**config.mk**
```make
export PLATFORM = sky130hd
export DESIGN_NAME = opb_register_bank_ppc2simulink_flat
export DESIGN_NICKNAME = d
export VERILOG_FILES = /design/src/rtl/opb_regbank_pkg.sv /design/src/rtl/opb_register_bank_ppc2simulink_if.sv /design/src/rtl/opb_regbank_slave_if.sv /design/src/rtl/opb_register_bank_ppc2simulink.sv /design/src/flat_wrapper.sv
export SDC_FILE = /design/constraint.sdc
export NUM_CORES = 1
export LEC_CHECK = 0
export BUFFER_PORTS_ARGS = -buffer_cell sky130_fd_sc_hd__buf_4
export CAP_MARGIN = 10
export CELL_PAD_IN_SITES_DETAIL_PLACEMENT = 1
export CELL_PAD_IN_SITES_GLOBAL_PLACEMENT = 2
export CORE_ASPECT_RATIO = 0.9
export CORE_MARGIN = 3
export CORE_UTILIZATION = 36
export CTS_BUF_LIST = sky130_fd_sc_hd__clkbuf_8 sky130_fd_sc_hd__clkbuf_16
export DETAILED_ROUTE_END_ITERATION = 8
export PLACE_DENSITY_LB_ADDON = 0.2
export SLEW_MARGIN = 20
export SYNTH_ARGS = -nofsm -noshare
export SYNTH_HDL_FRONTEND = slang
export SYNTH_SLANG_ARGS = --single-unit
```
**constraint.sdc**
```tcl
create_clock -name OPB_Clk -period 14.9 [get_ports OPB_Clk]
set_input_delay 3.725 -clock OPB_Clk [delete_from_list [all_inputs] [get_ports OPB_Clk]]
set_output_delay 3.725 -clock OPB_Clk [all_outputs]
set_load 0.01 [all_outputs]
```
**src/rtl/opb_regbank_pkg.sv**
```systemverilog
// Shared definitions for the OPB register bank: CTRL bit layout, slave FSM
// encoding and the OPB (bit 0 = MSB) to user (bit 31 = MSB) lane mapping.
package opb_regbank_pkg;

    localparam int CTRL_COMMIT    = 0;
    localparam int CTRL_AUTO      = 1;
    localparam int CTRL_COUNT_LSB = 16;

    typedef enum logic {
        ST_IDLE = 1'b0,
        ST_ACK  = 1'b1
    } slv_state_e;

    // OPB bit i carries user bit 31-i.
    function automatic logic [31:0] opb_to_user(input logic [0:31] d);
        logic [31:0] u;
        for (int i = 0; i < 32; i++) begin
            u[31-i] = d[i];
        end
        return u;
    endfunction

    function automatic logic [0:31] user_to_opb(input logic [31:0] u);
        logic [0:31] d;
        for (int i = 0; i < 32; i++) begin
            d[i] = u[31-i];
        end
        return d;
    endfunction

    // BE[k] enables OPB lane DBus[8k:8k+7], i.e. user bits 31-8k downto 24-8k.
    function automatic logic [31:0] be_to_mask(input logic [0:3] be);
        logic [31:0] m;
        for (int k = 0; k < 4; k++) begin
            m[31-8*k -: 8] = {8{be[k]}};
        end
        return m;
    endfunction

endpackage

```
**src/rtl/opb_register_bank_ppc2simulink_if.sv**
```systemverilog
// OPB slave-side bus bundle; the master modport is the bus/testbench view.
interface opb_register_bank_ppc2simulink_if;
    logic [0:31] OPB_ABus;
    logic [0:3]  OPB_BE;
    logic [0:31] OPB_DBus;
    logic        OPB_RNW;
    logic        OPB_select;
    logic        OPB_seqAddr;
    logic [0:31] Sl_DBus;
    logic        Sl_xferAck;
    logic        Sl_errAck;
    logic        Sl_retry;
    logic        Sl_toutSup;

    modport master (
        output OPB_ABus, OPB_BE, OPB_DBus, OPB_RNW, OPB_select, OPB_seqAddr,
        input  Sl_DBus, Sl_xferAck, Sl_errAck, Sl_retry, Sl_toutSup
    );

    modport slave (
        input  OPB_ABus, OPB_BE, OPB_DBus, OPB_RNW, OPB_select, OPB_seqAddr,
        output Sl_DBus, Sl_xferAck, Sl_errAck, Sl_retry, Sl_toutSup
    );
endinterface

```
**src/rtl/opb_regbank_slave_if.sv**
```systemverilog
// OPB slave front end: address decode, two-state ack FSM, transfer capture
// and readback mux. Produces a single-cycle write request for the bank.
module opb_regbank_slave_if
    import opb_regbank_pkg::*;
#(
    parameter logic [31:0] C_BASEADDR = 32'h0108D800,
    parameter logic [31:0] C_HIGHADDR = 32'h0108D8FF,
    parameter int          N_REGS     = 4,
    parameter int          IDX_W      = 2
) (
    input  logic                    clk,
    input  logic                    rst,
    opb_register_bank_ppc2simulink_if.slave opb,
    input  logic [N_REGS*32-1:0]    rd_shadow,
    input  logic [31:0]             ctrl_rd,
    output logic                    wr_en,
    output logic                    wr_is_data,
    output logic                    wr_is_ctrl,
    output logic [IDX_W-1:0]        wr_idx,
    output logic [31:0]             wr_data,
    output logic [31:0]             wr_mask
);

    slv_state_e  state_q, state_d;
    logic [29:0] widx_q, widx_d;
    logic [31:0] data_q, data_d;
    logic [0:3]  be_q, be_d;
    logic        rnw_q, rnw_d;

    logic        hit;
    logic [31:0] offset;
    logic        ack;
    logic [31:0] rd_user;
    logic [2:0]  unused_bits;

    assign offset      = opb.OPB_ABus - C_BASEADDR;
    assign hit         = opb.OPB_select && (opb.OPB_ABus >= C_BASEADDR) && (opb.OPB_ABus <= C_HIGHADDR);
    assign unused_bits = {opb.OPB_seqAddr, offset[1:0]};

    // Ack is masked by reset so a reset landing in ACK aborts with no ack.
    assign ack        = (state_q == ST_ACK) && !rst;
    assign wr_is_data = widx_q < 30'(N_REGS);
    assign wr_is_ctrl = widx_q == 30'(N_REGS);
    assign wr_idx     = widx_q[IDX_W-1:0];
    assign wr_en      = ack && !rnw_q;
    assign wr_data    = data_q;
    assign wr_mask    = be_to_mask(be_q);

    assign opb.Sl_xferAck = ack;
    assign opb.Sl_errAck  = 1'b0;
    assign opb.Sl_retry   = 1'b0;
    assign opb.Sl_toutSup = 1'b0;

    // Next state and capture of the transfer on the IDLE->ACK edge.
    always_comb begin
        state_d = state_q;
        widx_d  = widx_q;
        data_d  = data_q;
        be_d    = be_q;
        rnw_d   = rnw_q;
        if (state_q == ST_IDLE) begin
            if (hit) begin
                state_d = ST_ACK;
                widx_d  = offset[31:2];
                data_d  = opb_to_user(opb.OPB_DBus);
                be_d    = opb.OPB_BE;
                rnw_d   = opb.OPB_RNW;
            end
        end else begin
            state_d = ST_IDLE;
        end
    end

    // FSM state register.
    always_ff @(posedge clk) begin
        if (rst) begin
            state_q <= ST_IDLE;
        end else begin
            state_q <= state_d;
        end
    end

    // Captured transfer fields; only meaningful while in ACK.
    always_ff @(posedge clk) begin
        widx_q <= widx_d;
        data_q <= data_d;
        be_q   <= be_d;
        rnw_q  <= rnw_d;
    end

    // Readback mux: shadow for data words, CTRL image, zero for reserved.
    always_comb begin
        rd_user = '0;
        if (wr_is_data) begin
            rd_user = rd_shadow[32*int'(wr_idx) +: 32];
        end else if (wr_is_ctrl) begin
            rd_user = ctrl_rd;
        end
        opb.Sl_DBus = (ack && rnw_q) ? user_to_opb(rd_user) : '0;
    end

endmodule

```
**src/rtl/opb_register_bank_ppc2simulink.sv**
```systemverilog
// Double-buffered OPB register bank: software writes shadows, a commit (or
// auto-commit on each data write) copies them to the user-facing outputs.
module opb_register_bank_ppc2simulink
    import opb_regbank_pkg::*;
#(
    parameter logic [31:0] C_BASEADDR   = 32'h0108D800,
    parameter logic [31:0] C_HIGHADDR   = 32'h0108D8FF,
    parameter int          C_OPB_AWIDTH = 32,
    parameter int          C_OPB_DWIDTH = 32,
    parameter int          N_REGS       = 4,
    parameter logic [31:0] INIT_VALUE   = 32'h0
) (
    input  logic                 OPB_Clk,
    input  logic                 OPB_Rst,
    opb_register_bank_ppc2simulink_if.slave opb,
    output logic [N_REGS*32-1:0] user_data_out,
    output logic                 user_update,
    output logic [15:0]          commit_count
);

    localparam int IDX_W = (N_REGS > 1) ? $clog2(N_REGS) : 1;

    if (C_OPB_DWIDTH != 32 || C_OPB_AWIDTH != 32) begin : g_bad_width
        $error("opb_register_bank_ppc2simulink: only 32-bit OPB is supported");
    end
    if (N_REGS < 1 || N_REGS > 64) begin : g_bad_nregs
        $error("opb_register_bank_ppc2simulink: N_REGS must be 1..64");
    end
    if ((longint'(C_HIGHADDR) - longint'(C_BASEADDR) + 1) < longint'(4 * (N_REGS + 1))) begin : g_bad_window
        $error("opb_register_bank_ppc2simulink: address window too small for N_REGS+1 words");
    end

    logic [31:0] shadow_q [N_REGS];
    logic [31:0] shadow_d [N_REGS];
    logic [31:0] active_q [N_REGS];
    logic [31:0] active_d [N_REGS];
    logic        auto_q, auto_d;
    logic [15:0] commit_count_q, commit_count_d;
    logic        user_update_q, user_update_d;

    logic [N_REGS*32-1:0] rd_shadow;
    logic [31:0]          ctrl_rd;
    logic                 wr_en, wr_is_data, wr_is_ctrl;
    logic [IDX_W-1:0]     wr_idx;
    logic [31:0]          wr_data, wr_mask;
    logic [31:0]          merged;

    for (genvar k = 0; k < N_REGS; k++) begin : g_flat
        assign rd_shadow[32*k +: 32]     = shadow_q[k];
        assign user_data_out[32*k +: 32] = active_q[k];
    end

    assign ctrl_rd      = {commit_count_q, 14'b0, auto_q, 1'b0};
    assign user_update  = user_update_q;
    assign commit_count = commit_count_q;

    opb_regbank_slave_if #(
        .C_BASEADDR (C_BASEADDR),
        .C_HIGHADDR (C_HIGHADDR),
        .N_REGS     (N_REGS),
        .IDX_W      (IDX_W)
    ) u_slave (
        .clk        (OPB_Clk),
        .rst        (OPB_Rst),
        .opb        (opb),
        .rd_shadow  (rd_shadow),
        .ctrl_rd    (ctrl_rd),
        .wr_en      (wr_en),
        .wr_is_data (wr_is_data),
        .wr_is_ctrl (wr_is_ctrl),
        .wr_idx     (wr_idx),
        .wr_data    (wr_data),
        .wr_mask    (wr_mask)
    );

    // Shadow byte merge, auto-commit and explicit commit. A CTRL write with
    // COMMIT and AUTO together commits once; AUTO only affects later writes.
    always_comb begin
        for (int k = 0; k < N_REGS; k++) begin
            shadow_d[k] = shadow_q[k];
            active_d[k] = active_q[k];
        end
        auto_d         = auto_q;
        commit_count_d = commit_count_q;
        user_update_d  = 1'b0;
        merged         = '0;
        if (wr_en && wr_is_data) begin
            merged           = (shadow_q[wr_idx] & ~wr_mask) | (wr_data & wr_mask);
            shadow_d[wr_idx] = merged;
            if (auto_q) begin
                active_d[wr_idx] = merged;
                user_update_d    = 1'b1;
                commit_count_d   = commit_count_q + 16'd1;
            end
        end
        if (wr_en && wr_is_ctrl) begin
            if (wr_mask[CTRL_AUTO]) begin
                auto_d = wr_data[CTRL_AUTO];
            end
            if (wr_mask[CTRL_COMMIT] && wr_data[CTRL_COMMIT]) begin
                for (int k = 0; k < N_REGS; k++) begin
                    active_d[k] = shadow_q[k];
                end
                user_update_d  = 1'b1;
                commit_count_d = commit_count_q + 16'd1;
            end
        end
    end

    // Bank state; everything software-visible returns to its reset value.
    always_ff @(posedge OPB_Clk) begin
        if (OPB_Rst) begin
            for (int k = 0; k < N_REGS; k++) begin
                shadow_q[k] <= INIT_VALUE;
                active_q[k] <= INIT_VALUE;
            end
            auto_q         <= 1'b0;
            commit_count_q <= 16'd0;
            user_update_q  <= 1'b0;
        end else begin
            for (int k = 0; k < N_REGS; k++) begin
                shadow_q[k] <= shadow_d[k];
                active_q[k] <= active_d[k];
            end
            auto_q         <= auto_d;
            commit_count_q <= commit_count_d;
            user_update_q  <= user_update_d;
        end
    end

endmodule
```
**src/flat_wrapper.sv**
```systemverilog
// flat-port wrapper written by rule: the top's interface ports become plain ports
module opb_register_bank_ppc2simulink_flat import opb_regbank_pkg::*;
#(
    parameter logic [31:0] C_BASEADDR   = 32'h0108D800,
    parameter logic [31:0] C_HIGHADDR   = 32'h0108D8FF,
    parameter int          C_OPB_AWIDTH = 32,
    parameter int          C_OPB_DWIDTH = 32,
    parameter int          N_REGS       = 4,
    parameter logic [31:0] INIT_VALUE   = 32'h0
)
  (OPB_Clk, OPB_Rst, user_data_out, user_update, commit_count, opb_OPB_ABus, opb_OPB_BE, opb_OPB_DBus, opb_OPB_RNW, opb_OPB_select, opb_OPB_seqAddr, opb_Sl_DBus, opb_Sl_xferAck, opb_Sl_errAck, opb_Sl_retry, opb_Sl_toutSup);
  opb_register_bank_ppc2simulink_if opb_i ();
  input  logic OPB_Clk;
  input  logic OPB_Rst;
  output logic [N_REGS*32-1:0] user_data_out;
  output logic user_update;
  output logic [15:0] commit_count;
  input wire logic [$bits(opb_i.OPB_ABus)-1:0] opb_OPB_ABus;
  input wire logic [$bits(opb_i.OPB_BE)-1:0] opb_OPB_BE;
  input wire logic [$bits(opb_i.OPB_DBus)-1:0] opb_OPB_DBus;
  input wire logic [$bits(opb_i.OPB_RNW)-1:0] opb_OPB_RNW;
  input wire logic [$bits(opb_i.OPB_select)-1:0] opb_OPB_select;
  input wire logic [$bits(opb_i.OPB_seqAddr)-1:0] opb_OPB_seqAddr;
  output wire logic [$bits(opb_i.Sl_DBus)-1:0] opb_Sl_DBus;
  output wire logic [$bits(opb_i.Sl_xferAck)-1:0] opb_Sl_xferAck;
  output wire logic [$bits(opb_i.Sl_errAck)-1:0] opb_Sl_errAck;
  output wire logic [$bits(opb_i.Sl_retry)-1:0] opb_Sl_retry;
  output wire logic [$bits(opb_i.Sl_toutSup)-1:0] opb_Sl_toutSup;
  assign opb_i.OPB_ABus = opb_OPB_ABus;
  assign opb_i.OPB_BE = opb_OPB_BE;
  assign opb_i.OPB_DBus = opb_OPB_DBus;
  assign opb_i.OPB_RNW = opb_OPB_RNW;
  assign opb_i.OPB_select = opb_OPB_select;
  assign opb_i.OPB_seqAddr = opb_OPB_seqAddr;
  assign opb_Sl_DBus = opb_i.Sl_DBus;
  assign opb_Sl_xferAck = opb_i.Sl_xferAck;
  assign opb_Sl_errAck = opb_i.Sl_errAck;
  assign opb_Sl_retry = opb_i.Sl_retry;
  assign opb_Sl_toutSup = opb_i.Sl_toutSup;
  opb_register_bank_ppc2simulink #(.C_BASEADDR(C_BASEADDR), .C_HIGHADDR(C_HIGHADDR), .C_OPB_AWIDTH(C_OPB_AWIDTH), .C_OPB_DWIDTH(C_OPB_DWIDTH), .N_REGS(N_REGS), .INIT_VALUE(INIT_VALUE)) u_core (.OPB_Clk(OPB_Clk), .OPB_Rst(OPB_Rst), .opb(opb_i), .user_data_out(user_data_out), .user_update(user_update), .commit_count(commit_count));
endmodule
```
# Yosys cells after proc, flatten, opt, wreduce, memory -nomap -nowiden

Memories as Yosys holds them, arrays and structs flattened. A register that Yosys moved wholly into a read port is not among the register bits.
Index checks and enable logic that the tools add are counted.

Equal/unequal tests: 1
Add/sub/neg operators: 2
Order comparisons: 5
Shift-type cells: 1
Multiplexer cells: 33
Reduce and logical (&&, ||, !) cells: 14
Bitwise operators: 14

Operators by type and width:

| kind                                                                | number |
|---|---|
| two-way mux 128 bit                                                 | 5 |
| two-way mux 32 bit                                                  | 12 |
| bitwise mux 128 bit                                                 | 2 |
| indexed part select 128 x 8 -> 32 bit                               | 1 |
| AND 32 bit                                                          | 2 |
| demux 32 bit (select 2 bit)                                         | 1 |
| two-way mux 16 bit                                                  | 4 |
| greater-or-equal comparator 32 x 25 -> 1 bit, second input constant | 1 |
| <= comparator 32 x 25 -> 1 bit, second input constant               | 1 |
| NOT 32 bit                                                          | 1 |
| bitwise OR 32 bit                                                   | 1 |
| subtractor 32 x 25 -> 32 bit, second input constant                 | 1 |
| == test 30 x 3 -> 1 bit, second input constant                      | 1 |
| less-than comparator 30 x 3 -> 1 bit, second input constant         | 1 |
| adder 16 x 1 -> 16 bit, second input constant                       | 1 |
| logical AND 1 bit                                                   | 9 |
| two-way mux 1 bit                                                   | 8 |
| bitwise OR 1 bit                                                    | 8 |
| AND reduction 2 bit                                                 | 2 |
| greater-or-equal comparator 3 bit, second input constant            | 1 |
| less-than comparator 3 x 1 -> 1 bit, second input constant          | 1 |
| NOT 2 -> 3 bit                                                      | 1 |
| zero test 1 bit                                                     | 2 |
| two-way mux 2 bit                                                   | 1 |
| 2 further kinds                                                     | 2 |

Memories: 2
Input port bits: 73
Output and inout bits: 181
Register bits: 86
RAM bits: 256
Word-level logic and storage cells: 80

Memories:

| memory          | words | bits a word | rd ports | clocked after Yosys merged registers in | write ports | RTL line                             | source |
|---|---|---|---|---|---|---|---|
| u_core.active_q | 4     | 32          | 4        | 0                                       | 4           | opb_register_bank_ppc2simulink.sv:35 | `logic [31:0] active_q [N_REGS];` |
| u_core.shadow_q | 4     | 32          | 5        | 1                                       | 4           | opb_register_bank_ppc2simulink.sv:33 | `logic [31:0] shadow_q [N_REGS];` |

# Logic depth before layout (Yosys ltp)

Gate-level depths: netlist of run 1.

Depth in word-level cells: 11
Depth in mapped cells: 8
Gate-level depth less buffers: 6

# Cells and area by module

A second synthesis of run 1 with hierarchy kept.

Cell total of the unflattened synthesis: 1,910
Area, all modules: 17,085.1 um^2

By module, submodules not included:

| module                         | area an instance (um^2) | cells each | instances | seq. area each (um^2) |
|---|---|---|---|---|
| opb_register_bank_ppc2simulink | 12,972.4                | 1,606      | 1         | 5,485.3 |
| opb_regbank_slave_if           | 4,112.7                 | 304        | 1         | 2,031.9 |

# Least setup slack after synthesis of run 1

Ideal clock, no wire load.

Path type: input -> register
From: input port opb_OPB_ABus[27]
To: register u_core.u_slave.be_q[0] (netlist bit), enable pin
Arrival time: 11.037 ns
Slack: 3.203 ns
Data required time: 14.240 ns
Cell stages on the path: 4
Buffers on the path: 0
Cells stage by stage: or3_1 a211oi_1 nor2_1 nor4_1

Longest elaborated chain between the ends: 4

Ends and longest elaborated chain:

| item                                         | RTL line                   | source |
|---|---|---|
| from (decl)                                  | flat_wrapper.sv:18         | `input wire logic [$bits(opb_i.OPB_ABus)-1:0] opb_OPB_ABus;` |
| greater-or-equal comparator 32 x 25 -> 1 bit | opb_regbank_slave_if.sv:37 | `assign hit = opb.OPB_select && (opb.OPB_ABus >= C_BASEADDR) && (opb.OPB_ABus <= C_HIGHADDR);` |
| logical AND 1 bit                            | opb_regbank_slave_if.sv:37 |  |
| logical AND 1 bit (*)                        | opb_regbank_slave_if.sv:37 |  |
| AND reduction 2 bit (no source line) (*)     | -                          |  |
| to (signal assigned)                         | opb_regbank_slave_if.sv:87 | `be_q <= be_d;` |
| to (decl)                                    | opb_regbank_slave_if.sv:27 | `logic [0:3] be_q, be_d;` |

Mark *: on every way between the ends. The rest lies on a longest branch, timed or not.
A chain may end at the register's enable or synchronous reset.

# Final worst setup path of run 1

From: input port OPB_Rst
To: output port opb_Sl_DBus[6]

Longest elaborated chain between the ends: 4

Ends and longest elaborated chain:

| item               | RTL line                   | source |
|---|---|---|
| from (decl)        | flat_wrapper.sv:14         | `input logic OPB_Rst;` |
| zero test 1 bit    | opb_regbank_slave_if.sv:41 | `assign ack = (state_q == ST_ACK) && !rst;` |
| logical AND 1 bit  | opb_regbank_slave_if.sv:41 |  |
| logical AND 1 bit  | opb_regbank_slave_if.sv:99 | `opb.Sl_DBus = (ack && rnw_q) ? user_to_opb(rd_user) : '0;` |
| two-way mux 32 bit | opb_regbank_slave_if.sv:99 |  |
| to (decl)          | flat_wrapper.sv:24         | `output wire logic [$bits(opb_i.Sl_DBus)-1:0] opb_Sl_DBus;` |

Every way passes these cells.

==> summary.md, run 1 <==
| Metric | Value |
|---|---|
| Maximum clock frequency | between 90 and 100 MHz |
| Tot GR Track Use | 23.29% |
| I/O pin total | roughly 250 |
| Rows | 71 |
| Number of fill cells | 4566 |
| Commonest register cell after synthesis | sky130_fd_sc_hd__dfxtp_1 |
| Max VDD drop | around 0.073 mV |
| Type of element launching the critical path | input pin |
| Share of synthesized flip-flops with an asynchronous set or reset | 0% |
| Initial antenna violation count | 0 |
| First-pass GRT wire length | between 80 and 90 mm |
| Clock tree from TritonCTS | yes |
| P per Cell Area | 102.6 mW/mm^2 |
| Pins over their slew limit | 0 |
| CP Max Fanout | approximately 40 |
| Number of input and output port buffers inserted | around 250 |
| Resize count post-CTS | 0 |
| Crit path arrival time | about 6400 ps |
| Slowest-stage cell, CP | sky130_fd_sc_hd__nor3_4 |
| Worst slew margin relative to its limit | a little over a quarter |
| Setup repair after global routing missed its margin | no |
| Final weighted congestion in routability-driven placement | 0.7752 |
| Routed vias | 12260 |
| Flip-flop and latch count after synthesis | roughly 340 |
| Ranking of synthesized cells by area | sky130_fd_sc_hd__dfxtp_1, sky130_fd_sc_hd__edfxtp_1, sky130_fd_sc_hd__mux4_2 |
| Count of unique library cells instantiated by Yosys | 46 |
| Result of the run | completed |
| Clock tree buffer depth | 3 |
| Detailed-route DRC error count | 0 |
| Max-Cap Viols | 0 |
| Number of setup buffers added after CTS | 0 |
| Clk_skew | 22.77 ps |
| Leakage Power | 6.416 nW |
| Number of hold buffers added after cts | 0 |
| Crit-path leading delay family | simple AND/OR/NAND/NOR gates |
| Remaining antenna violation count after routing | 0 |
| Area of the core | between 0.04 and 0.05 mm^2 |
| Initial core utilization | between 30% and 40% |
| Average instance area after synthesis | roughly 11 um^2 |
| Share of the clock period used by the worst path after layout | between 60% and 70% |
| Transition time at the pin with the least slew margin | between 1000 and 1500 ps |
| Y dimension of the die | a little over 200 um |
| CP endpoint kind | primary output |
| Final hold vios | 0 |
| Detailed Route WL | between 50 and 60 mm |
| Overflow left after global routing | 0 |
| Share of Yosys cell area claimed by the top area cell type | about 36% |
| Portion of the post-synthesis area used by sequential elements | 49.39% |
| Cell taking the most area after synthesis | sky130_fd_sc_hd__dfxtp_1 |
| Worst path max stage delay | 630 ps |
| HPWL reported at the end of detailed placement | around 33 mm |
| CP bufs+invs | 3 |
| Share of layout cells above drive strength 1 | 27.30% |
| Worst hold-check path type | reg -> reg |
| Number of enable flip-flop cells after synthesis | 67 |
| TritonCTS buffer count | 40 |
| Top cell types by occurrence after synthesis | sky130_fd_sc_hd__dfxtp_1, sky130_fd_sc_hd__nand2_1, sky130_fd_sc_hd__a21oi_1, sky130_fd_sc_hd__mux2i_1, sky130_fd_sc_hd__o2bb2ai_1 |
| Root Buffer | sky130_fd_sc_hd__clkbuf_16 |
| Clock latency on the worst-skew pair | about 540 ps |
| Most repeated library cell on the critical path | sky130_fd_sc_hd__buf_4 |
| Cell chain of the critical path | buf_4 -> nor4b_4 -> and4_1 -> nand2_1 -> nor3_4 -> buf_4 -> and2_1 -> buf_4 |
| Number of setup violations in the final report | 0 |
| Die span in x | between 200 and 250 um |
| Number of DRC violations after detailed-routing iteration 0 | about 780 |
| Pin count of the biggest net entering global routing | 70 |
| Time the worst path needs with I/O delays and setup | about 10000 ps |
| Data required time of the worst path | approximately 11000 ps |
| Drt pass-1 iters | 5 |
| NumNets Final | approximately 1700 |
| Number of warnings printed during yosys synthesis | 0 |
| Most repeated cell in the gate-level netlist after synthesis | sky130_fd_sc_hd__dfxtp_1 |
| Reg clk slew, reported paths | approximately 60 ps |
| Via count of the first global-routing pass | roughly 12000 |
| Number of diodes | 0 |
| Cells after synthesis | 1425 |
| Count of H-tree levels built during CTS | 2 |
| Die Outline Area | 0.04502 mm^2 |
| Total clock sinks | between 300 and 400 |
| Startpoint-to-endpoint class of the critical path | in -> out |
| WL per Instance | between 20 and 25 um |
| Via density | ~5.6 |
| Final Power | roughly 0.0019 W |
| Post-synthesis instance area | about 0.015 mm^2 |
| Final setup TNS | 0 ps |
| Post-synthesis to final-layout area growth | 23.53% |
worst reg2reg max path, cell delays in order, from the launching register on:
cell and delay, ps:
sky130_fd_sc_hd__edfxtp_1 370, sky130_fd_sc_hd__nor4_1 600, sky130_fd_sc_hd__nand4_1 510, sky130_fd_sc_hd__nor2_1 490
sky130_fd_sc_hd__and4_4 870, sky130_fd_sc_hd__buf_4 820, sky130_fd_sc_hd__o2bb2ai_1 240
worst paths after layout:
| path | startpoint | end | slack, ps | depth (start not counted) |
|---|---|---|---|---|
| worst max-delay path | OPB_Rst | opb_Sl_DBus[6] | 4740 | 8 |
| worst min-delay path | u_core.shadow_q[2][30] | u_core.shadow_q[2][30] | 480 | 2 |
| worst max register to register | u_core.u_slave.widx_q[15] | u_core.active_q[0][86] | 10940 | 6 |
| worst min register to register | u_core.shadow_q[2][30] | u_core.shadow_q[2][30] | 480 | 2 |
final cells by class:
cell class                 count  area (um^2)  area share, %
sequential                   344         7562          40.01
clock buffer                  46         1106          5.851
multi-input combinational    961         7361          38.94
timing repair buffer         269         2019          10.68
tap                          547        684.4          3.621
inverter                       6        22.52         0.1191
clock inverter                26        147.6         0.7810
state kept, by name, indices dropped and copies added, names as in the netlist, 4 cells and up, named ones only:
name	flops
u_core.u_slave.wr_data	32
u_core.u_slave.be_q	4
u_core.commit_count	16
u_core.shadow_q	128
u_core.active_q	128
u_core.u_slave.widx_q	30
logic make-up (layout without fill, tap and decap cells):
kind of cell / count (synthesis) / count (layout) / share of synthesized area [%]
AND/OR/NAND/NOR: 392 / 392 / 11.53
flip-flops: 344 / 344 / 49.39
AO/OA/AOI/OAI: 320 / 320 / 14.35
multiplexers: 227 / 227 / 20.37
buffers and inverters: 122 / 347 / 3.205
XOR/XNOR: 17 / 17 / 0.9730
adder cells (fa/ha/maj): 2 / 2 / 0.1635
other: 1 / 3 / 0.02451
cells in the final DEF, fill, tap and decap left out, types with 11 or more instances in the layout:
cell and n:
sky130_fd_sc_hd__and2_1 17, sky130_fd_sc_hd__buf_4 269, sky130_fd_sc_hd__a22o_1 16, sky130_fd_sc_hd__mux2_2 34
sky130_fd_sc_hd__mux4_2 64, sky130_fd_sc_hd__o2bb2ai_1 128, sky130_fd_sc_hd__dfxtp_1 275, sky130_fd_sc_hd__mux2i_1 128
sky130_fd_sc_hd__o21ai_0 13, sky130_fd_sc_hd__nand2_1 275, sky130_fd_sc_hd__xnor2_1 11, sky130_fd_sc_hd__edfxtp_1 67
sky130_fd_sc_hd__nor2_1 17, sky130_fd_sc_hd__inv_1 16, sky130_fd_sc_hd__clkbuf_16 42, sky130_fd_sc_hd__a21oi_1 145
per-layer routing:
| metal | vias up | part of all wire, % | GRT usage, % |
|---|---|---|---|
| met5 | - | 0 | 0 |
| met3 | 81 | 4.1 | 3.749 |
| met2 | 269 | 50 | 39.59 |
| li1 | 5665 | - | - |
| met1 | 6247 | 44 | 30.72 |
| met4 | 0 | 2.6 | 6.629 |
per-stage QoR:
| stage | area (um^2) | util (%) | hold slack [ps] | worst slack, ps | std cells |
|---|---|---|---|---|---|
| floorplan | 15310 | - | 451.7 | 3203 | 1427 |
| global placement | 17620 | 42.12 | 467.7 | 4685 | 2127 |
| detailed placement | 17620 | 42.12 | 477.0 | 4548 | 2127 |
| CTS | 18880 | 45.11 | 484.8 | 4547 | 2199 |
| global route | 18900 | 45.18 | 503.9 | 4557 | 2199 |
| finish | 18900 | 45.18 | 483.5 | 4739 | 2199 |
report_power, final:
group	total [W]	internal, W	switching, W
combinational	0.0000426	0.0000171	0.0000255
clock	0.000949	0.000547	0.000403
sequential	0.000948	0.000948	0.0000000000480
total	0.00194	0.00151	0.000428
Power figures use the tool's default switching activity.
==> inputs of run 2 (changes only) <==
- ABC_AREA: not set -> 1
- CORE_UTILIZATION: 36 -> 32
- clock period: 14.9 -> 9.6 ns (I/O delays scaled with it)
==> run 2 against run 1 <==
Net effect:
- combinational power up 130%
- critical path depth stayed put
- first-iteration DRC count rose by 48%
- sequential share of layout area fell by 4.2 points
- power up 62%
- routed wire length grew 32%
- synthesized cell count increased by 80%
- critical path type unchanged
- via count rose by 46%
- synthesized area rose by 14%
==> summary.md, run 2 <==
| Metric | Value |
|---|---|
| Portion of the post-synthesis area used by sequential elements | between 40% and 50% |
| Die Outline Area | between 0.05 and 0.06 mm^2 |
| Worst hold-check path type | reg -> reg |
| R2R Path End | u_core.active_q[0][79] |
| Final hold vios | 0 |
| Cell area after layout | roughly 0.021 mm^2 |
| Ranking of synthesized cells by area | sky130_fd_sc_hd__dfxtp_1, sky130_fd_sc_hd__nand2_1, sky130_fd_sc_hd__edfxtp_1 |
| Count of H-tree levels built during CTS | 2 |
| Post-synthesis instance area | 0.01747 mm^2 |
| Data required time of the worst path | approximately 7200 ps |
| Number of input and output port buffers inserted | between 200 and 250 |
| Share of Yosys cell area claimed by the top area cell type | between 30% and 40% |
| Transition time at the pin with the least slew margin | about 1100 ps |
| WL per Instance | 20.86 um |
| Most used cells in the layout excluding fill and tap cells | sky130_fd_sc_hd__nand2_1, sky130_fd_sc_hd__inv_1, sky130_fd_sc_hd__buf_4 |
| Number of DRC violations after detailed-routing iteration 0 | roughly 1200 |
| Leakage Power | just over 10 nW |
| Wire length on met2 | between 30 and 40 mm |
| TritonCTS buffer count | 42 |
| Flip-flop and latch count after synthesis | 344 |
| Sum of met3 wire segment lengths after detailed routing | 3.172 mm |
| Pin count of the biggest net entering global routing | 143 |
| Share of synthesized flip-flops with an asynchronous set or reset | 0% |
| Die span in x | between 200 and 300 um |
| P per Cell Area | 149.3 mW/mm^2 |
| Cell area after placement | between 0.015 and 0.02 mm^2 |
| Clock tree from TritonCTS | yes |
| Detailed Route WL | about 72 mm |
| Area of the core | about 0.053 mm^2 |
| Initial antenna violation count | 0 |
| Post-synthesis to final-layout area growth | 20.86% |
| Pins over their slew limit | 0 |
| Drt pass-1 iters | 5 |
| Worst slew margin relative to its limit | around a quarter |
| Number of setup violations in the final report | 0 |
| Max-Cap Viols | 0 |
| Register-to-Register Setup Slack | between 4000 and 5000 ps |
| Type of element launching the critical path | input pin |
| First-pass GRT wire length | between 100 and 150 mm |
| Cells after synthesis | between 2000 and 3000 |
| Routed vias | between 15000 and 20000 |
| Reg-to-reg critical path startpoint | u_core.u_slave.widx_q[0] |
| CP endpoint kind | primary output |
| Share of layout cells above drive strength 1 | a little over an eighth |
| Post-Place Setup Slack | 2719 ps |
| CP Max Fanout | 16 |
| Most repeated cell in the gate-level netlist after synthesis | sky130_fd_sc_hd__nand2_1 |
| Logic depth of the worst register-to-register path | 12 |
| Via count of the first global-routing pass | about 18000 |
| Rows | 80 |
| Setup repair after global routing missed its margin | no |
| Number of enable flip-flop cells after synthesis | 67 |
| Count of unique library cells instantiated by Yosys | 36 |
| Clock latency on the worst-skew pair | 570 ps |
| Clock tree buffer depth | 3 |
| Tot GR Track Use | 24.58% |
| HPWL reported at the end of detailed placement | approximately 45 mm |
| Number of hold buffers added after cts | 0 |
| Area used by multi-input combinational logic | 0.007609 mm^2 |
| Number of fill cells | 6762 |
| Storage cell area | 0.007564 mm^2 |
| Share of the clock period used by the worst path after layout | 71.30% |
| Remaining antenna violation count after routing | 0 |
| Overflow left after global routing | 0 |
| Initial core utilization | between 30% and 40% |
| Highest routed metal layer | met4 |
| Last element of the critical path | opb_Sl_DBus[1] |
| Number of setup buffers added after CTS | 0 |
| Commonest register cell after synthesis | sky130_fd_sc_hd__dfxtp_1 |
| Top cell types by occurrence after synthesis | sky130_fd_sc_hd__nand2_1, sky130_fd_sc_hd__inv_1, sky130_fd_sc_hd__dfxtp_1, sky130_fd_sc_hd__nand3_1, sky130_fd_sc_hd__o21ai_0 |
| Via density | ~5.2 |
| Final critical-path setup slack | roughly 2800 ps |
| Setup crit start | OPB_Rst |
| Y dimension of the die | 227.7 um |
| Result of the run | completed |
| Resize count post-CTS | 0 |
| Wire length the detailed router placed on met1 | approximately 34 mm |
| Root Buffer | sky130_fd_sc_hd__clkbuf_16 |
| NumNets Final | between 2000 and 3000 |
| Commonest non-fill, non-tap cell in the layout | sky130_fd_sc_hd__nand2_1 |
| Maximum clock frequency | approximately 150 MHz |
| Detailed-route DRC error count | 0 |
| Average instance area after synthesis | ~7 um^2 |
| Max VDD drop | 0.1005 mV |
| I/O pin total | 254 |
| Startpoint-to-endpoint class of the critical path | in -> out |
| Number of diodes | 0 |
| Final setup TNS | 0 ps |
| Cell taking the most area after synthesis | sky130_fd_sc_hd__dfxtp_1 |
| Final weighted congestion in routability-driven placement | around 0.79 |
| Time the worst path needs with I/O delays and setup | approximately 7000 ps |
| Clk_skew | between 9 and 10 ps |
| Total clock sinks | around 340 |
| Crit path arrival time | 4440 ps |
| Number of warnings printed during yosys synthesis | 0 |
| Reg clk slew, reported paths | about 60 ps |
[run 2: cell count changes after synthesis, sizes merged, moves of 17 or more]
cell / before / now
o21ai: 13 / 274
o2bb2ai: 128 / 0
inv: 6 / 431
mux4: 64 / 0
mux2i: 128 / 0
nand4: 11 / 135
mux2: 35 / 0
and2: 17 / 0
nor2: 17 / 71
nand2: 275 / 640
nand3: 11 / 235
o22ai: 0 / 27
clkbuf: 86 / 139
[run 2: through the flow]
stage / cells / power, W / util [%] / hold slack (ps)
after floorplan: 2560 / 0.001561 / - / 448.8
after global placement: 3354 / 0.001599 / 36.96 / 463.7
after detailed placement: 3354 / 0.001602 / 36.97 / 466.2
after CTS: 3428 / 0.003199 / 39.50 / 475.3
after global routing: 3428 / 0.003269 / 39.50 / 507.9
final: 3428 / 0.003152 / 39.50 / 474.2
[run 2: per-layer routing]
metal,track usage [%],vias to the layer above
met5,0,-
met3,3.425,108
li1,-,8603
met2,40.56,403
met4,6.901,0
met1,33.86,8829
[run 2: cell type report]
cell class              instances  area share [%]
repair buffers                278           9.902
flip-flops and latches        344           35.82
clock buffers                  53           5.855
well taps                     697           4.130
inverters                     432           7.710
multi-input cells            1603           36.04
clock inverters                21          0.5452
[run 2: critical path, stage by stage]
cell and delay (ps):
sky130_fd_sc_hd__buf_4 170, sky130_fd_sc_hd__nor2_1 150, sky130_fd_sc_hd__nand2_1 110, sky130_fd_sc_hd__nor2_1 150
sky130_fd_sc_hd__inv_1 360, sky130_fd_sc_hd__buf_4 400, sky130_fd_sc_hd__o31ai_1 470, sky130_fd_sc_hd__buf_4 220
[run 2: worst min-delay path by stage]
stage / to / cells after the start / slack [ps] / startpoint
final: u_core.active_q[0][64] / 2 / 470 / u_core.active_q[0][64]
after floorplan: u_core.shadow_q[0][0] / 2 / 450 / u_core.shadow_q[0][0]
after detailed placement: u_core.active_q[0][64] / 2 / 470 / u_core.active_q[0][64]
after global routing: u_core.active_q[0][64] / 2 / 510 / u_core.active_q[0][64]
after global placement: u_core.active_q[0][64] / 2 / 460 / u_core.active_q[0][64]
after CTS: u_core.active_q[0][64] / 2 / 480 / u_core.active_q[0][64]
[run 2: report_power, final]
part	internal, W	switching [W]	total (W)
sequential	0.00147	0.00000000000928	0.00147
combinational	0.0000412	0.0000576	0.0000988
clock	0.000927	0.000654	0.00158
[run 2: cell families after synthesis]
| logic type | share of synthesized area, % |
|---|---|
| xor gates and xnor gates | 1.003 |
| buffers and inverters | 13.43 |
| other | 0.02147 |
| adders and majority gates | 0.1432 |
| AOI/OAI and AO/OA | 14.65 |
| and+or+nand+nor | 27.50 |
| DFF | 43.26 |
==> inputs of run 3 (changes only) <==
- clock period: 9.6 -> 6.83 ns (I/O delays scaled with it)
==> run 3 against run 2 <==
Net effect:
- worst setup slack worse by 1100 ps
- first-iteration DRC count fell by 4.0%
- combinational power rose by 40%
- sequential power up 41%
- count of clock-buffer cells in the layout grew 3
- highest routed layer unchanged
- power increased by 44%
- cell count grew 0.18%
- largest cell class unchanged
==> summary.md, run 3 (synthesized netlist as in run 2, its figures left out) <==
| Metric | Value |
|---|---|
| Via density | 5.199 |
| Area used by multi-input combinational logic | 0.007606 mm^2 |
| Routed vias | 17850 |
| Max-Cap Viols | 0 |
| Setup repair after global routing missed its margin | no |
| Pins over their slew limit | 0 |
| Area of the core | 0.05345 mm^2 |
| Reg clk slew, reported paths | 50 ps |
| Clock tree buffer depth | 3 |
| P per Cell Area | 213.2 mW/mm^2 |
| Switching power summed over all nets | around 0.0010 W |
| R2R Path End | u_core.commit_count[0] |
| Worst hold-check path type | reg -> reg |
| Rows | 80 |
| Share of layout cells above drive strength 1 | a little over an eighth |
| Data required time of the worst path | about 5100 ps |
| Max VDD drop | ~0.15 mV |
| Number of stages on the worst hold path | 2 |
| Via count of the first global-routing pass | roughly 18000 |
| Final weighted congestion in routability-driven placement | between 0.7 and 0.8 |
| I/O pin total | approximately 250 |
| WL per Instance | 20.95 um |
| Final Power | about 0.0045 W |
| Overflow left after global routing | 0 |
| Sw frac | between 20% and 30% |
| Logic depth of the worst register-to-register path | 10 |
| Root Buffer | sky130_fd_sc_hd__clkbuf_16 |
| Final setup TNS | 0 ps |
| Clock latency on the worst-skew pair | around 570 ps |
| HPWL reported at the end of detailed placement | 44.94 mm |
| Storage cell area | between 0.007 and 0.008 mm^2 |
| Clock tree from TritonCTS | yes |
| Startpoint-to-endpoint class of the critical path | in -> out |
| Count of H-tree levels built during CTS | 2 |
| Share of the clock period used by the worst path after layout | 76.01% |
| First-pass GRT wire length | 108.7 mm |
| Fraction of power consumed by the clock network | 51.3% |
| Number of fill cells | ~6700 |
| Clk_skew | 17.64 ps |
| Initial antenna violation count | 0 |
| Number of setup violations in the final report | 0 |
| Die span in x | approximately 250 um |
| Sequential fraction of design power | 45.7% |
| Reg-to-reg critical path startpoint | u_core.u_slave.widx_q[0] |
| Share of power burned in combinational logic | 3.0% |
| Leakage Power | 10.41 nW |
| CP Max Fanout | 16 |
| Transition time at the pin with the least slew margin | between 1000 and 1500 ps |
| Tot GR Track Use | 24.35% |
| Initial core utilization | approximately a third |
| Worst slew margin relative to its limit | ~28% |
| Time the worst path needs with I/O delays and setup | 5191 ps |
| Cell-internal power | about 0.0035 W |
| Die Outline Area | 0.05743 mm^2 |
| Result of the run | completed |
| Number of input and output port buffers inserted | ~250 |
| Number of diodes | 0 |
| Maximum clock frequency | approximately 190 MHz |
| Hold Path Sink | u_core.shadow_q[0][20] |
| Pin count of the biggest net entering global routing | 158 |
| Resize count post-CTS | 0 |
| Type of element launching the critical path | input pin |
| Most used cells in the layout excluding fill and tap cells | sky130_fd_sc_hd__nand2_1, sky130_fd_sc_hd__inv_1, sky130_fd_sc_hd__buf_4 |
| Y dimension of the die | roughly 230 um |
| Final hold vios | 0 |
| Commonest non-fill, non-tap cell in the layout | sky130_fd_sc_hd__nand2_1 |
| Total clock sinks | between 300 and 400 |
| Number of hold buffers added after cts | 0 |
| Remaining antenna violation count after routing | 0 |
| TritonCTS buffer count | 42 |
| Crit path arrival time | ~3500 ps |
| Register-to-Register Setup Slack | 3120 ps |
| Number of setup buffers added after CTS | 0 |
| CP endpoint kind | primary output |
| Detailed-route DRC error count | 0 |
| Number of DRC violations after detailed-routing iteration 0 | between 1000 and 1500 |
| NumNets Final | between 2000 and 3000 |
| Origin of the worst min-delay path | u_core.shadow_q[0][20] |
| Post-synthesis to final-layout area growth | 21.69% |
| Drt pass-1 iters | 7 |
| Detailed Route WL | 71.93 mm |
-- run 3: layout make-up --
| cell class | instances | share of cell area, % |
|---|---|---|
| multi-input combinational | 1603 | 35.78 |
| sequential | 344 | 35.58 |
| timing repair buffer | 283 | 10.14 |
| inverter | 432 | 7.669 |
| clock buffer | 56 | 6.062 |
| tap | 697 | 4.102 |
| clock inverter | 19 | 0.6651 |
-- run 3: power groups by stage --
stage / combinational (W) / clock (W) / sequential (W)
4_1_cts: 0.000139 / 0.00238 / 0.00207
5_1_grt: 0.000158 / 0.00246 / 0.00207
3_3_place_gp: 0.000134 / 0 / 0.00211
2_1_floorplan: 0.0000800 / 0 / 0.00211
3_5_place_dp: 0.000138 / 0 / 0.00211
6_report: 0.000138 / 0.00232 / 0.00207
-- run 3: routing by layer --
layer	vias up	global-route usage, %	routed length [um]
met5	-	0	0
met2	413	40.21	33180
li1	8616	-	-
met1	8731	33.90	33810
met4	0	6.157	1587
met3	94	3.174	3352
-- run 3: how the worst max path moves through the flow --
stage          cells after the start  startpoint         endpoint
2_1_floorplan                      6     OPB_Rst  opb_Sl_DBus[16]
3_3_place_gp                       9     OPB_Rst  opb_Sl_DBus[16]
3_5_place_dp                       9     OPB_Rst  opb_Sl_DBus[17]
4_1_cts                            9     OPB_Rst  opb_Sl_DBus[17]
5_1_grt                            9     OPB_Rst  opb_Sl_DBus[17]
6_report                           9     OPB_Rst  opb_Sl_DBus[17]
-- run 3: through the flow --
step	hold slack, ps	area (um^2)	utilization [%]	instances	worst slack, ps
after floorplan	448.8	17480	-	2560	2345
after global placement	466.7	19780	37.01	3356	1649
after detailed placement	475.6	19820	37.08	3359	1622
after CTS	484.3	21250	39.76	3434	1618
after global routing	500.7	21260	39.77	3434	1499
final	486.0	21260	39.77	3434	1639
-- run 3: worst max-delay path, cell delays in order --
cell	delay, ps
sky130_fd_sc_hd__buf_4	180
sky130_fd_sc_hd__nor2_1	160
sky130_fd_sc_hd__nand2_1	130
sky130_fd_sc_hd__inv_1	70
sky130_fd_sc_hd__nand2_1	50
sky130_fd_sc_hd__inv_1	580
sky130_fd_sc_hd__nand3_1	220
sky130_fd_sc_hd__o31ai_1	180
sky130_fd_sc_hd__buf_4	200
